[src/rtl/din_debouncer.sv]
// Debounces a raw asynchronous input into a clean level with rise/fall strobes; DEBOUNCE_TOGGLE_EN adds toggle_o.
// Latency SYNC_STAGES+CNT_MAX edges from a stable raw change to level_o; no backpressure, strobes are fire-and-forget.
module din_debouncer #(
  parameter int   SYNC_STAGES = 2,
  parameter int   CNT_MAX     = 16,
  parameter logic RESET_LEVEL = 1'b0
) (
  input  logic clk,
  input  logic rst_n,
  input  logic din_i,
  output logic level_o,
  output logic rise_o,
  output logic fall_o
`ifdef DEBOUNCE_TOGGLE_EN
  ,
  output logic toggle_o
`endif
);

  localparam int            CW       = $clog2(CNT_MAX + 1);
  localparam logic [CW-1:0] CNT_LAST = CW'(CNT_MAX - 1);
  localparam logic [CW-1:0] CNT_ONE  = CW'(1);
  localparam bit            DIRECT   = (CNT_MAX == 1);

  typedef enum logic [1:0] {
    ST_STABLE_LO = 2'd0,
    ST_WAIT_HI   = 2'd1,
    ST_STABLE_HI = 2'd2,
    ST_WAIT_LO   = 2'd3
  } state_t;

  localparam state_t ST_RESET = RESET_LEVEL ? ST_STABLE_HI : ST_STABLE_LO;

  logic [SYNC_STAGES-1:0] r_sync;
  logic                   w_s;

  state_t                 r_state;
  state_t                 w_state_nxt;
  logic [CW-1:0]          r_cnt;
  logic [CW-1:0]          w_cnt_nxt;
  logic                   r_level;
  logic                   w_level_nxt;
  logic                   r_rise;
  logic                   w_rise_nxt;
  logic                   r_fall;
  logic                   w_fall_nxt;

  always_ff @(posedge clk or negedge rst_n) begin
    if (!rst_n) begin
      r_sync <= {SYNC_STAGES{RESET_LEVEL}};
    end else begin
      r_sync <= {r_sync[SYNC_STAGES-2:0], din_i};
    end
  end

  assign w_s = r_sync[SYNC_STAGES-1];

  always_ff @(posedge clk or negedge rst_n) begin
    if (!rst_n) begin
      r_state <= ST_RESET;
      r_cnt   <= '0;
      r_level <= RESET_LEVEL;
      r_rise  <= 1'b0;
      r_fall  <= 1'b0;
    end else begin
      r_state <= w_state_nxt;
      r_cnt   <= w_cnt_nxt;
      r_level <= w_level_nxt;
      r_rise  <= w_rise_nxt;
      r_fall  <= w_fall_nxt;
    end
  end

  // A single opposite sample in a WAIT state drops the count back to zero.
  always_comb begin
    w_state_nxt = r_state;
    w_cnt_nxt   = r_cnt;
    w_level_nxt = r_level;
    w_rise_nxt  = 1'b0;
    w_fall_nxt  = 1'b0;
    case (r_state)
      ST_STABLE_LO: begin
        if (w_s) begin
          if (DIRECT) begin
            w_state_nxt = ST_STABLE_HI;
            w_cnt_nxt   = '0;
            w_level_nxt = 1'b1;
            w_rise_nxt  = 1'b1;
          end else begin
            w_state_nxt = ST_WAIT_HI;
            w_cnt_nxt   = CNT_ONE;
          end
        end
      end
      ST_WAIT_HI: begin
        if (!w_s) begin
          w_state_nxt = ST_STABLE_LO;
          w_cnt_nxt   = '0;
        end else if (r_cnt == CNT_LAST) begin
          w_state_nxt = ST_STABLE_HI;
          w_cnt_nxt   = '0;
          w_level_nxt = 1'b1;
          w_rise_nxt  = 1'b1;
        end else begin
          w_cnt_nxt   = r_cnt + CNT_ONE;
        end
      end
      ST_STABLE_HI: begin
        if (!w_s) begin
          if (DIRECT) begin
            w_state_nxt = ST_STABLE_LO;
            w_cnt_nxt   = '0;
            w_level_nxt = 1'b0;
            w_fall_nxt  = 1'b1;
          end else begin
            w_state_nxt = ST_WAIT_LO;
            w_cnt_nxt   = CNT_ONE;
          end
        end
      end
      ST_WAIT_LO: begin
        if (w_s) begin
          w_state_nxt = ST_STABLE_HI;
          w_cnt_nxt   = '0;
        end else if (r_cnt == CNT_LAST) begin
          w_state_nxt = ST_STABLE_LO;
          w_cnt_nxt   = '0;
          w_level_nxt = 1'b0;
          w_fall_nxt  = 1'b1;
        end else begin
          w_cnt_nxt   = r_cnt + CNT_ONE;
        end
      end
      default: begin
        w_state_nxt = ST_RESET;
        w_cnt_nxt   = '0;
        w_level_nxt = RESET_LEVEL;
      end
    endcase
  end

  assign level_o = r_level;
  assign rise_o  = r_rise;
  assign fall_o  = r_fall;

`ifdef DEBOUNCE_TOGGLE_EN
  logic r_toggle;

  always_ff @(posedge clk or negedge rst_n) begin
    if (!rst_n) begin
      r_toggle <= 1'b0;
    end else if (r_rise) begin
      r_toggle <= ~r_toggle;
    end
  end

  assign toggle_o = r_toggle;
`endif

endmodule

[config.mk]
export PLATFORM = sky130hd
export DESIGN_NAME = din_debouncer
export DESIGN_NICKNAME = d
export VERILOG_FILES = /design/src/rtl/din_debouncer.sv
export SDC_FILE = /design/constraint.sdc
export NUM_CORES = 1
export LEC_CHECK = 0
export CORE_MARGIN = 2
export CORE_UTILIZATION = 35
export CTS_CLUSTER_SIZE = 25
export DETAILED_ROUTE_END_ITERATION = 10
export HOLD_SLACK_MARGIN = 0.05
export MAX_ROUTING_LAYER = met4
export PLACE_DENSITY = 0.63
export SETUP_SLACK_MARGIN = 0.1
export SLEW_MARGIN = 10
export SYNTH_ARGS = -nofsm -noshare
export SYNTH_HDL_FRONTEND = slang
export SYNTH_SLANG_ARGS = --single-unit
[constraint.sdc]
create_clock -name clk -period 1.1 [get_ports clk]
set_input_delay 0.11 -clock clk [delete_from_list [all_inputs] [get_ports clk]]
set_output_delay 0.11 -clock clk [all_outputs]
set_load 0.01 [all_outputs]
==> tab_implementation.tex <==
\begin{tabular}{lr}
\hline
Metric & Value \\
\hline
\multicolumn{2}{l}{\textbf{Run status}} \\
Outcome & finished with violations \\
Violated checks & negative setup slack \\
\multicolumn{2}{l}{\textbf{Clock network}} \\
Hold\_buf cts & 0 \\
Clk root buf & clkbuf\_4 \\
Maximum buffer depth of the clock tree & 2 \\
Number of sinks on the clock net & 12 \\
Number of buffers added by the clock tree synthesis step & 3 \\
Reg clk slew, reported paths & 0.07 ns \\
CTS HTree Levels & 1 \\
TritonCTS clock tree & done \\
Clock network latency to the later pin of the worst-skew pair & 0.27 ns \\
\multicolumn{2}{l}{\textbf{Synthesis}} \\
Unique masters post-synth & 21 \\
Most used flip-flop cell after synthesis & dfrtp\_1 \\
Multiplexer share of the synthesized area & 0.0194 \\
Library cell with the largest summed area after synthesis & dfrtp\_1 \\
Dominant combinational cell family by area after synthesis & simple AND/OR/NAND/NOR gates \\
Synth Area in Compound Gates & 0.119 \\
Sequential element share of the synthesized area & 0.581 \\
Synthesized flop and latch total & 12 \\
Synthesized Nets & 50 \\
Syn Std Cell Area & 517 um\^{}2 \\
EDFF count, synth & 0 \\
Proportion of register bits with asynchronous set or reset after synthesis & 1.00 \\
Cells after synthesis & 46 \\
Synth area leaders & dfrtp\_1 58\%, nand3\_1 3.9\%, xor2\_1 3.4\% \\
Adder and majority cell fraction of the synthesized area & 0.0242 \\
Yosys warnings & 0 \\
Post-synthesis average cell area & 11.2 um\^{}2 \\
List of most frequent post-synthesis cells & 12 x dfrtp\_1, 4 x nand2\_1, 4 x nand3\_1 \\
Simple-Gate Fraction of Synth Area & 0.143 \\
Fraction of synthesized cell area in xor and xnor cells & 0.0823 \\
Most repeated cell in the gate-level netlist after synthesis & dfrtp\_1 \\
Top cell type's share of synthesized area & 0.581 \\
\multicolumn{2}{l}{\textbf{STA}} \\
Number of pins with negative max-slew slack in the final report & 0 \\
Share of the clock period used by the worst path after layout & 1.09 \\
Final worst hold slack & 0.140 ns \\
FMAX & 834 MHz \\
Final hold vios & 0 \\
Unrepaired setup endpoints after global routing & true \\
Setup slack of the critical path after layout & -0.0988 ns \\
Worst clock skew on the final layout & 0.00627 ns \\
Slew headroom & 0.761 \\
Actual slew at the worst max-slew pin & 0.359 ns \\
Crit path time final & 1.20 ns \\
Setup-failing EPs final & 8 \\
\multicolumn{2}{l}{\textbf{Power and ir drop}} \\
Clock network fraction of design power & 0.299 \\
Peak supply drop & 0.778 mV \\
Leakage power & 0.314 nW \\
Relative contribution of combinational cells to total power & 0.131 \\
Switching portion of total power & 0.237 \\
Switching power & 202 uW \\
Power density of the placed cells & 1240 nW/um\^{}2 \\
Proportion of power drawn by flip-flops and latches & 0.570 \\
Internal power summed over all cells & 649 uW \\
\multicolumn{2}{l}{\textbf{Routing}} \\
Drt first pass iters & 4 \\
DRC marker count from the first detailed-route iteration & 7 \\
Vias/cell & 5.24 \\
Post-route antenna net violation count & 0 \\
Wire length per cell & 12.3 um \\
DR vias & 393 \\
Count of unresolved DRC violations after routing & 0 \\
Total length of routed wires & 924 um \\
\multicolumn{2}{l}{\textbf{Place}} \\
Estimated wirelength of the detail-placed design & 660 um \\
Number of port buffers & 5 \\
Worst-case setup slack after placement & -0.0899 ns \\
Final RePlAce weighted congestion & 0.847 \\
\multicolumn{2}{l}{\textbf{Critical path}} \\
Critical R2R Launch & r\_cnt[0] \\
Maximum fanout encountered on the critical timing path & 4 \\
Kind of capture point of the worst setup path & flip-flop \\
Critical path start-end classification & flip-flop to flip-flop \\
Number of cell instances on the worst register-to-register path & 4 \\
Startpoint type of the worst setup path & flip-flop \\
Worst Path Required & 1.30 ns \\
Worst Path Arrival & 1.39 ns \\
Register-to-register path setup slack & -0.1 ns \\
\multicolumn{2}{l}{\textbf{Layout}} \\
Antenna Cells & 0 \\
Layout cell share with drive strength beyond 1 & 0.317 \\
Layout Nets & 66 \\
Relative area change from synthesis to final layout & 32.9\% \\
\multicolumn{2}{l}{\textbf{Die}} \\
Die Span X & 42.4 um \\
Chip Height & 42.4 um \\
Die Outline Area & 1800 um\^{}2 \\
Effective utilization at floorplan & 0.387 \\
Total core area & 1330 um\^{}2 \\
Number of top-level pins & 6 \\
FP Rows & 13 \\
\multicolumn{2}{l}{\textbf{GRT}} \\
Maximum number of pins on one net before global-route repair & 13 \\
Vias in the first global route & 384 \\
Wire length of the first global-routing pass & 1.66 mm \\
Overall overflow remaining after global route & 0 \\
Global-route usage over all layers & 0.133 \\
Antenna violations before repair & 0 \\
\multicolumn{2}{l}{\textbf{Job}} \\
Total of max-cap violations & 0 \\
\multicolumn{2}{l}{\textbf{Hold path}} \\
Kind of path behind the tightest hold check & primary input to asynchronous set/reset pin \\
\hline
\end{tabular}
-- cell type report --
cell class	count	area (um^2)
inverters	3	11.3
multi-input cells	30	231
fillers	136	647
clock buffers	3	22.5
repair buffers	12	101
flip-flops and latches	12	302
well taps	15	18.8
-- critical path: stages (launching register included) --
cell and delay (ns):
dfrtp_1 0.42, ha_4 0.19, and4b_2 0.28, nand2_2 0.08
mux2i_1 0.17
-- cell usage in the layout, fill, tap and decap left out, drive strengths merged --
master and instances:
nor3 2, buf 8, clkdlybuf4s50 2, a31oi 1, o21ai 3, nand3 4, and4b 1, inv 3
nand2 4, o22ai 1, xnor2 1, o2bb2ai 1, ha 1, clkdlybuf4s15 2, xor2 3, mux2i 1
a21oi 2, and3 1, dfrtp 12, o21a 2, nor2 1, nand4b 1, clkbuf 3
-- how the worst max path moves through the flow --
stage,from,end,cells past startpoint
6_report,r_cnt[0],flip-flop,4
5_1_grt,r_cnt[0],flip-flop,4
4_1_cts,r_cnt[0],flip-flop,4
3_5_place_dp,r_cnt[0],flip-flop,4
3_3_place_gp,r_cnt[0],flip-flop,4
2_1_floorplan,r_cnt[1],flip-flop,4
-- kinds of logic after synthesis --
kind of cell / Yosys count
fa+ha+maj: 1
flops: 12
buf+inv: 4
mux: 1
xor+xnor: 4
simple gates: 14
compound gates: 10
-- registers in the layout (all words and copies together) (netlist names), named ones only --
| signal | flops |
|---|---|
| fall_o | 1 |
| level_o | 1 |
| r_cnt | 5 |
| r_state | 1 |
| r_sync | 2 |
| rise_o | 1 |
-- per-stage QoR --
step	power (mW)	std cells	cell area [um^2]	TNS (ns)	util
floorplan	0.526	46	519	-0.0876	-
global placement	0.572	70	621	-0.221	0.465
detailed placement	0.575	70	621	-0.375	0.465
CTS	0.853	75	672	-0.308	0.504
global route	0.911	75	687	-0.965	0.515
finish	0.851	75	687	-0.438	0.515
-- power groups by stage --
stage                     clock network (mW)  logic [mW]  registers, mW
final                                  0.254       0.112          0.484
after global routing                   0.296       0.128          0.486
after global placement                     0      0.0859          0.486
after detailed placement                   0      0.0872          0.488
after CTS                              0.268       0.101          0.483
after floorplan                            0      0.0441          0.482
-- layer usage --
| layer | vias to the layer above | track usage | share of wire |
|---|---|---|---|
| met5 | - | - | 0 |
| met1 | 184 | 0.151 | 0.44 |
| met3 | 2 | 0.0776 | 0.078 |
| met4 | 0 | 0.0375 | 0.013 |
| met2 | 17 | 0.200 | 0.47 |
| li1 | 190 | - | - |
-- timing repair --
item / in CTS / in global routing
buffers inserted: 2 / 0
pin swaps: 3 / 0
setup endpoints to repair: 13 / 10
resized for setup: 15 / 3
No activity file was read; power rests on OpenSTA's default activity.
